<file path="config.mk">
export PLATFORM = sky130hd
export DESIGN_NAME = skin_bin
export DESIGN_NICKNAME = d
export VERILOG_FILES = /design/src/rtl/skin_bin_pkg.sv /design/src/rtl/skin_bin_sync_delay.sv /design/src/rtl/skin_bin.sv
export SDC_FILE = /design/constraint.sdc
export NUM_CORES = 1
export LEC_CHECK = 0
export CORE_UTILIZATION = 40
export DETAILED_ROUTE_END_ITERATION = 8
export GPL_TIMING_DRIVEN = 0
export PLACE_DENSITY = 0.87
export SYNTH_ARGS = -nofsm -noshare
export SYNTH_HDL_FRONTEND = slang
export SYNTH_SLANG_ARGS = --single-unit
</file>
<file path="constraint.sdc">
create_clock -name clk -period 2.5 [get_ports clk]
set_input_delay 0.75 -clock clk [delete_from_list [all_inputs] [get_ports clk]]
set_output_delay 0.75 -clock clk [all_outputs]
set_load 0.005 [all_outputs]
</file>
<file path="src/rtl/skin_bin_pkg.sv">
// Shared constants and types for the skin-colour binarizer.
// Optional build macro: SKIN_BIN_MAJORITY_EN (3-tap horizontal majority filter).
package skin_bin_pkg;

  localparam int unsigned PIX_W = 8;

  localparam logic [PIX_W-1:0] CB_MIN_DEF = 8'd77;
  localparam logic [PIX_W-1:0] CB_MAX_DEF = 8'd127;
  localparam logic [PIX_W-1:0] CR_MIN_DEF = 8'd133;
  localparam logic [PIX_W-1:0] CR_MAX_DEF = 8'd173;

  localparam logic [PIX_W-1:0] MASK_ON  = 8'hFF;
  localparam logic [PIX_W-1:0] MASK_OFF = 8'h00;

`ifdef SKIN_BIN_MAJORITY_EN
  localparam int unsigned LATENCY = 3;
`else
  localparam int unsigned LATENCY = 2;
`endif

  // Video timing bundle carried alongside the pixel.
  typedef struct packed {
    logic de;
    logic hsync;
    logic vsync;
  } sync_t;

endpackage

</file>
<file path="src/rtl/skin_bin_sync_delay.sv">
// N-stage shift register with synchronous reset, used to align video timing with the mask pixel.
module skin_bin_sync_delay #(
  parameter int unsigned DEPTH = 2,
  parameter int unsigned WIDTH = 3
) (
  input  logic             clk,
  input  logic             rst,
  input  logic [WIDTH-1:0] din,
  output logic [WIDTH-1:0] dout
);

  logic [DEPTH-1:0][WIDTH-1:0] shift_q;

  // Shift one stage per clock; reset flushes every stage.
  always_ff @(posedge clk) begin
    if (rst) begin
      shift_q <= '0;
    end else begin
      shift_q[0] <= din;
      for (int unsigned i = 1; i < DEPTH; i++) begin
        shift_q[i] <= shift_q[i-1];
      end
    end
  end

  assign dout = shift_q[DEPTH-1];

endmodule

</file>
<file path="src/rtl/skin_bin.sv">
// Skin-colour binarizer: classifies Cb/Cr against a fixed rectangle and emits a 0xFF/0x00 mask.
// Optional build macro: SKIN_BIN_MAJORITY_EN adds a 3-tap horizontal majority filter (+1 clock).
module skin_bin
  import skin_bin_pkg::*;
#(
  parameter logic [PIX_W-1:0] CB_MIN = CB_MIN_DEF,
  parameter logic [PIX_W-1:0] CB_MAX = CB_MAX_DEF,
  parameter logic [PIX_W-1:0] CR_MIN = CR_MIN_DEF,
  parameter logic [PIX_W-1:0] CR_MAX = CR_MAX_DEF
) (
  input  logic             clk,
  input  logic             rst,
  input  logic [PIX_W-1:0] cb,
  input  logic [PIX_W-1:0] cr,
  input  logic             de_in,
  input  logic             hsync_in,
  input  logic             vsync_in,
  output logic [PIX_W-1:0] bin_rgb,
  output logic             de_out,
  output logic             hsync_out,
  output logic             vsync_out
);

  logic [PIX_W-1:0] cb_s1_q, cr_s1_q;
  logic             de_s1_q;
  logic             skin_c;
  logic             cls_c;
  logic [PIX_W-1:0] bin_d, bin_q;
  sync_t            sync_in, sync_out;

  // Stage 1: capture chroma and data enable.
  always_ff @(posedge clk) begin
    if (rst) begin
      cb_s1_q <= '0;
      cr_s1_q <= '0;
      de_s1_q <= 1'b0;
    end else begin
      cb_s1_q <= cb;
      cr_s1_q <= cr;
      de_s1_q <= de_in;
    end
  end

  // Inclusive rectangular chroma test; blanked pixels classify as 0.
  always_comb begin
    skin_c = (cb_s1_q >= CB_MIN) && (cb_s1_q <= CB_MAX) &&
             (cr_s1_q >= CR_MIN) && (cr_s1_q <= CR_MAX);
    cls_c  = skin_c && de_s1_q;
  end

`ifdef SKIN_BIN_MAJORITY_EN
  logic cls_q, cls_prev_q, de_s2_q;

  // Classified-bit history: cls_prev_q = pixel n-1, cls_q = pixel n, cls_c = pixel n+1.
  always_ff @(posedge clk) begin
    if (rst) begin
      cls_q      <= 1'b0;
      cls_prev_q <= 1'b0;
      de_s2_q    <= 1'b0;
    end else begin
      cls_q      <= cls_c;
      cls_prev_q <= cls_q;
      de_s2_q    <= de_s1_q;
    end
  end

  // 2-of-3 vote around the centre pixel, forced off when the centre is blanked.
  always_comb begin
    bin_d = MASK_OFF;
    if (de_s2_q && ((cls_prev_q && cls_q) || (cls_q && cls_c) || (cls_prev_q && cls_c))) begin
      bin_d = MASK_ON;
    end
  end
`else
  // Direct mask from the stage-2 classification.
  always_comb begin
    bin_d = MASK_OFF;
    if (cls_c) begin
      bin_d = MASK_ON;
    end
  end
`endif

  // Output mask register.
  always_ff @(posedge clk) begin
    if (rst) begin
      bin_q <= MASK_OFF;
    end else begin
      bin_q <= bin_d;
    end
  end

  assign sync_in = '{de: de_in, hsync: hsync_in, vsync: vsync_in};

  skin_bin_sync_delay #(
    .DEPTH (LATENCY),
    .WIDTH ($bits(sync_t))
  ) u_sync_delay (
    .clk  (clk),
    .rst  (rst),
    .din  (sync_in),
    .dout (sync_out)
  );

  assign bin_rgb   = bin_q;
  assign de_out    = sync_out.de;
  assign hsync_out = sync_out.hsync;
  assign vsync_out = sync_out.vsync;

endmodule

</file>
Yosys cells after proc, flatten, opt, wreduce, memory -nomap -nowiden
Index checks and enable logic that the tools add are counted.
{"block": "totals", "wordCells": 15, "out_inout_bits": 11, "register_bits": 31, "inputBits": 21}
{"block": "op_classes", "reduce_logical": 4, "muxes": 1, "n_lt_le_gt_ge": 4}
{"op": "$ge 8x7->1 const B", "n": 1}
{"op": "$ge 8x8->1 const B", "n": 1}
{"op": "$le 8x7->1 const B", "n": 1}
{"op": "$le 8x8->1 const B", "n": 1}
{"op": "$mux 8", "n": 1}
{"op": "$logic_and 1x1->1", "n": 4}

Longest topological paths before layout
Gate-level depths: netlist of run 1.
{"block": "logic_depth", "depth_word": 6, "mapped_depth": 3, "depth_no_buf": 3}

Modules after synthesis
Synthesis of run 1 repeated with hierarchy kept, for this count alone.
{"block": "unflattened", "hier_cells": 69, "hier_area_um2": 798.3}
{"mod": "skin_bin", "cells_per_inst": 54, "area_each_um2": 618.1, "seq_area_each_um2": 360.3, "n_inst": 1}
{"mod": "skin_bin_sync_delay", "cells_per_inst": 15, "area_each_um2": 180.2, "seq_area_each_um2": 120.1, "n_inst": 1}

Least setup slack after synthesis of run 1
No wires, ideal clock.
{"block": "synth_path", "path_type": "reg2out", "startpoint": "reg bin_rgb[6] (netlist name)", "endpoint": "out bin_rgb[1]", "required_ps": 1750, "path_slack_ps": 1186, "t_arrival_ps": 564, "stages_incl_launch_ff": 2, "n_path_buf": 1, "cell_sequence": "dfxtp_1 buf_4"}
{"item": "end, declared", "line_no": "skin_bin.sv:18", "source": "output logic [PIX_W-1:0] bin_rgb,"}

==> results.yml, run 1 <==
finish:
  drive_above_1_share_pct: 12.24
  layout_common_cells: "clkdlybuf4s50_1 (31), dfxtp_1 (23), nor2b_1 (21)"
  final_cell_count_no_fill: 123
  final_common_cell: "clkdlybuf4s50_1"
  final_nets: 120
  syn2layout_area_growth_pct: 50.34
  diodes: 0
  fillers: 157
worst_hold_path:
  hold_end: "u_sync_delay.dout[1]"
  min_path_cells: 1
  worstHoldStart: "u_sync_delay.shift_q[1]"
  hp-class: "register to register"
logic_synthesis:
  synth_area_um2: 730.7
  synth_cells: 63
  syn_nets: 84
  ys_warn_count: 0
  ys_seq_elements: 23
  synth.distinct_cells: 14
  synth.avg_cell_area_um2: 11.60
  yosysSeqAreaShare_pct: 63.01
cts:
  post-cts-setup-buffers: 0
  cts_hold_buf: 0
  cts_sinks: 23
  cts_htree_levels: 1
  insertion_delay_ns: 0.30
  cts_buffer_depth: 2
  cts_root_buffer: "clkbuf_4"
  post_cts_resized: 0
  numCtsBuffers: 3
  cts_tree: "built"
  clk_pin_slew_ns: 0.11
timing:
  fin_crit_ns: 2.148
  hold_ws_ns: 0.4590
  worstMarginPinSlew_ns: 0.4006
  period_share_pct: 85.94
  hold_violations: 0
  drv_slew: 0
  skew_ns: 0.001812
  tns_ns: 0
  slew_headroom_pct: 73.30
  fmax_ghz: 0.4654
  setup_slack_ns: 0.3515
  rsz0062_at_grt: "no"
  setup_viol: 0
grt:
  grt_pass1_wl_um: 1842
  busiest_layer: "met2"
  grtUsageMet2_pct: 24.71
  grt_max_degree: 13
  grt_remaining_overflow: 0
  antenna_found_initial: 0
  grt.met3_usage_pct: 3.600
  met1_usage_pct: 13.52
  grt_pass1_vias: 463
  grt_usage_pct: 13.11
floorplan:
  floorplan.initialDensity_pct: 42.32
  die_y_um: 44.74
  design.die.area_mm2: 0.002002
  core.rowCount: 15
  dieWidth_um: 44.74
  pin_count: 32
  fp.coreArea_mm2: 0.001727
place:
  dp.cells: 119
  hpwl_um: 960.1
  gp_congestion: 0.6815
  io_buffers: 31
  place_ws_ns: 0.6239
power:
  pwr-share-clk_pct: 26.7
  power.density_mw_per_mm2: 554.7
  p_comb_share_pct: 9.3
  seq_power_share_pct: 64.0
  power.internal_uw: 489.2
  power_uw: 609.3
  p_leak_nw: 0.4329
  netSwitchingPower_uw: 120.1
  p_sw_share_pct: 19.71
  ir_drop_mv: 0.4442
critical_path:
  crit_fanout: 8
  endpoint_kind: "output port"
  cp-start-kind: "register"
  r2r-start: "cr_s1_q[5]"
  worstPathRequired_ns: 1.75
  arrival_ns: 1.40
  crit_type: "register to output port"
  reg2reg_depth: 3
  r2r_setup_slack_ns: 1.27
  r2r_end: "bin_rgb[6]"
routing:
  wl_per_cell_um: 9.309
  drt_iter0_markers: 5
  ant_nets: 0
  drc: 0
  viasPerCell: 4.228
  first_pass_iters: 4
  routed_wl_um: 1145
  vias: 520
run_status:
  outcome: "finished, final reports clean"
flow_run:
  cap_violations: 0
[synth_stat cells]
cell type	count	area [um2]
nand2_1	1	3.750
nor2_1	1	3.750
and4b_1	1	10.01
a221oi_1	1	8.760
o2111ai_1	1	8.760
o21a_1	1	7.510
nor2b_1	21	131.4
or4_1	1	7.510
clkbuf_1	2	7.510
and4bb_2	1	12.51
dfxtp_1	23	460.4
buf_4	7	52.55
o211ai_1	1	7.510
and2b_2	1	8.760
[state kept, by name, indices dropped and copies added, names as in the netlist]
| signal | cells |
|---|---|
| cb_s1_q | 8 |
| cr_s1_q | 8 |
| u_sync_delay.dout | 3 |
| u_sync_delay.shift_q | 2 |
| bin_rgb | 1 |
| de_s1_q | 1 |
[routing by layer]
layer	vias up	part of all wire (%)
li1	265	-
met1	232	36
met2	21	56
met3	2	6.3
met4	0	1.9
met5	-	0
[worst max-delay path by stage]
| stage | from | slack [ns] | cells past startpoint | to |
|---|---|---|---|---|
| final | bin_rgb[6] | 0.35 | 2 | bin_rgb[4] |
| after global routing | bin_rgb[6] | 0.27 | 2 | bin_rgb[4] |
| after floorplan | bin_rgb[6] | 1.19 | 1 | bin_rgb[1] |
| after detailed placement | rst | 0.62 | 3 | cr_s1_q[1] |
| after global placement | rst | 0.66 | 3 | cr_s1_q[2] |
| after CTS | bin_rgb[6] | 0.33 | 2 | bin_rgb[4] |
[cell type report]
class	count	area [um2]	share of cell area (%)
Sequential cell	23	460.4	41.91
Multi-Input combinational cell	31	210.2	19.13
Tap cell	25	31.28	2.847
Clock buffer	4	26.28	2.392
Buffer	9	60.06	5.467
Timing Repair Buffer	31	310.3	28.25
[power by group through the flow]
stage	logic [mW]	clock network (mW)	registers, mW
2_1_floorplan	0.0190	0	0.397
3_3_place_gp	0.0555	0	0.398
4_1_cts	0.0575	0.168	0.390
5_1_grt	0.0623	0.183	0.392
3_5_place_dp	0.0572	0	0.399
6_report	0.0564	0.163	0.390
[worst max-delay path, stage by stage, from the launching register on]
cell	delay [ns]
dfxtp_1	0.46
buf_4	0.15
clkdlybuf4s50_1	0.49
[metrics by stage]
stage	util, %	cell area [um2]
finish	63.62	1099
global route	63.62	1099
CTS	63.62	1099
detailed placement	62.10	1072
global placement	62.10	1072
floorplan	-	730.7
[kinds of logic after synthesis]
family / after synthesis / share of synthesized area, %
buffers and inverters: 9 / 8.220
flip-flops: 23 / 63.01
AO/OA/AOI/OAI: 4 / 4.453
AND/OR/NAND/NOR: 27 / 24.32
No activity file was read; power rests on OpenSTA's default activity.
==> run 2: changes to the inputs <==
Settings changed: MAX_ROUTING_LAYER from default to met4.
==> results of run 2 <==
Same layout as run 1: the final DEF is identical, and so are final timing and power.
Main changes from that run: final weighted congestion in routability-driven placement 0.6815 -> 0.6885; overall routing resource usage 13.11% -> 13.51%
==> run 3: changes to the inputs <==
Settings changed: CORE_UTILIZATION 40 to 42, PLACE_DENSITY 0.87 to 0.9, SLEW_MARGIN from default to 20.
==> run 3 against run 2 <==
Net effect: the run now ends with design-rule violations left; fmax increased by 1.1%; register-to-register slack is essentially flat; flip-flop and latch count is the same; largest cell class unchanged; largest power group unchanged.
==> results.yml, run 3 (synthesis gave the netlist of run 1 again) <==
finish:
  drive_above_1_share_pct: 12.24
  final_cell_count_no_fill: 114
  layout_common_cells: "clkdlybuf4s50_1 (31), dfxtp_1 (23), nor2b_1 (21)"
  fillers: 112
  final_nets: 120
  final_common_cell: "clkdlybuf4s50_1"
  diodes: 0
  fin_area_mm2: 0.001087
  syn2layout_area_growth_pct: 48.80
cts:
  cts_tree: "built"
  cts_htree_levels: 1
  numCtsBuffers: 3
  post-cts-setup-buffers: 0
  clk_pin_slew_ns: 0.11
  cts_hold_buf: 0
  cts_root_buffer: "clkbuf_4"
  post_cts_resized: 0
  cts_buffer_depth: 2
  insertion_delay_ns: 0.29
  cts_sinks: 23
timing:
  fmax_ghz: 0.4706
  hold_violations: 0
  setup_slack_ns: 0.3750
  slew_headroom_pct: 71.14
  fin_crit_ns: 2.125
  skew_ns: 0.002442
  drv_slew: 0
  worstMarginPinSlew_ns: 0.4329
  rsz0062_at_grt: "no"
  tns_ns: 0
  setup_viol: 0
  period_share_pct: 85.00
run_status:
  outcome: "complete, but fails checks"
  violations: "design-rule violations"
grt:
  grt_usage_pct: 13.49
  grt_max_degree: 13
  grt_pass1_vias: 480
  grt_remaining_overflow: 0
  grt_pass1_wl_um: 1828
  antenna_found_initial: 0
place:
  dp.cells: 110
  place_ws_ns: 0.6325
  io_buffers: 31
  postPlaceCellArea_mm2: 0.001061
  gp_congestion: 0.6274
  hpwl_um: 885.4
critical_path:
  crit_fanout: 8
  crit_type: "register to output port"
  arrival_ns: 1.37
  worstPathRequired_ns: 1.75
  cp-start-kind: "register"
  endpoint_kind: "output port"
routing:
  wl_per_cell_um: 9.325
  vias: 508
  drt_iter0_markers: 6
  drc: 2
  routed_wl_um: 1063
  ant_nets: 0
  viasPerCell: 4.456
  first_pass_iters: 6
flow_run:
  cap_violations: 0
power:
  power.density_mw_per_mm2: 555.2
  power_uw: 603.6
  p_leak_nw: 0.4329
  ir_drop_mv: 0.3356
floorplan:
  design.die.area_mm2: 0.001911
  core.rowCount: 14
  fp.coreArea_mm2: 0.001559
  dieWidth_um: 43.71
  die_y_um: 43.71
  pin_count: 32
  floorplan.initialDensity_pct: 46.87
worst_hold_path:
  hp-class: "register to register"
-- run 3: cell counts in the layout (fill, tap and decap cells not counted) --
No cell type changed its count.
-- run 3: where the power goes --
part	internal (mW)	total, mW	switching [mW]
clock	0.0620	0.157	0.0954
sequential	0.385	0.390	0.00556
combinational	0.0424	0.0562	0.0138
-- run 3: worst max-delay path: stages, from the launching register on --
cell and delay [ns]:
dfxtp_1 0.45, buf_4 0.14, clkdlybuf4s50_1 0.49
-- run 3: metrics by stage --
stage / hold slack (ns) / utilization, %
3_3_place_gp: 0.4242 / 68.06
4_1_cts: 0.4554 / 69.74
2_1_floorplan: 0.4138 / -
6_report: 0.4487 / 69.74
5_1_grt: 0.4621 / 69.74
3_5_place_dp: 0.4283 / 68.06
-- run 3: routing by layer --
metal	share of wire [%]	GRT usage, %
met1	38	14.32
met2	55	24.18
met3	6.5	2.500
met4	0	5.625
met5	0	-
-- run 3: final cells by class --
cell class	instances	area [um2]	area share [%]
Clock buffer	4	26.28	2.417
Buffer	9	60.06	5.524
Timing Repair Buffer	31	310.3	28.54
Tap cell	16	20.02	1.841
Multi-Input combinational cell	31	210.2	19.33
Sequential cell	23	460.4	42.35
-- run 3: worst paths after layout --
path	end	startpoint	cells after the start	slack [ns]
max	bin_rgb[1]	bin_rgb[6]	2	0.38
min	u_sync_delay.dout[0]	u_sync_delay.shift_q[0]	1	0.45
max reg2reg	bin_rgb[6]	cr_s1_q[6]	3	1.28
min reg2reg	u_sync_delay.dout[0]	u_sync_delay.shift_q[0]	1	0.45
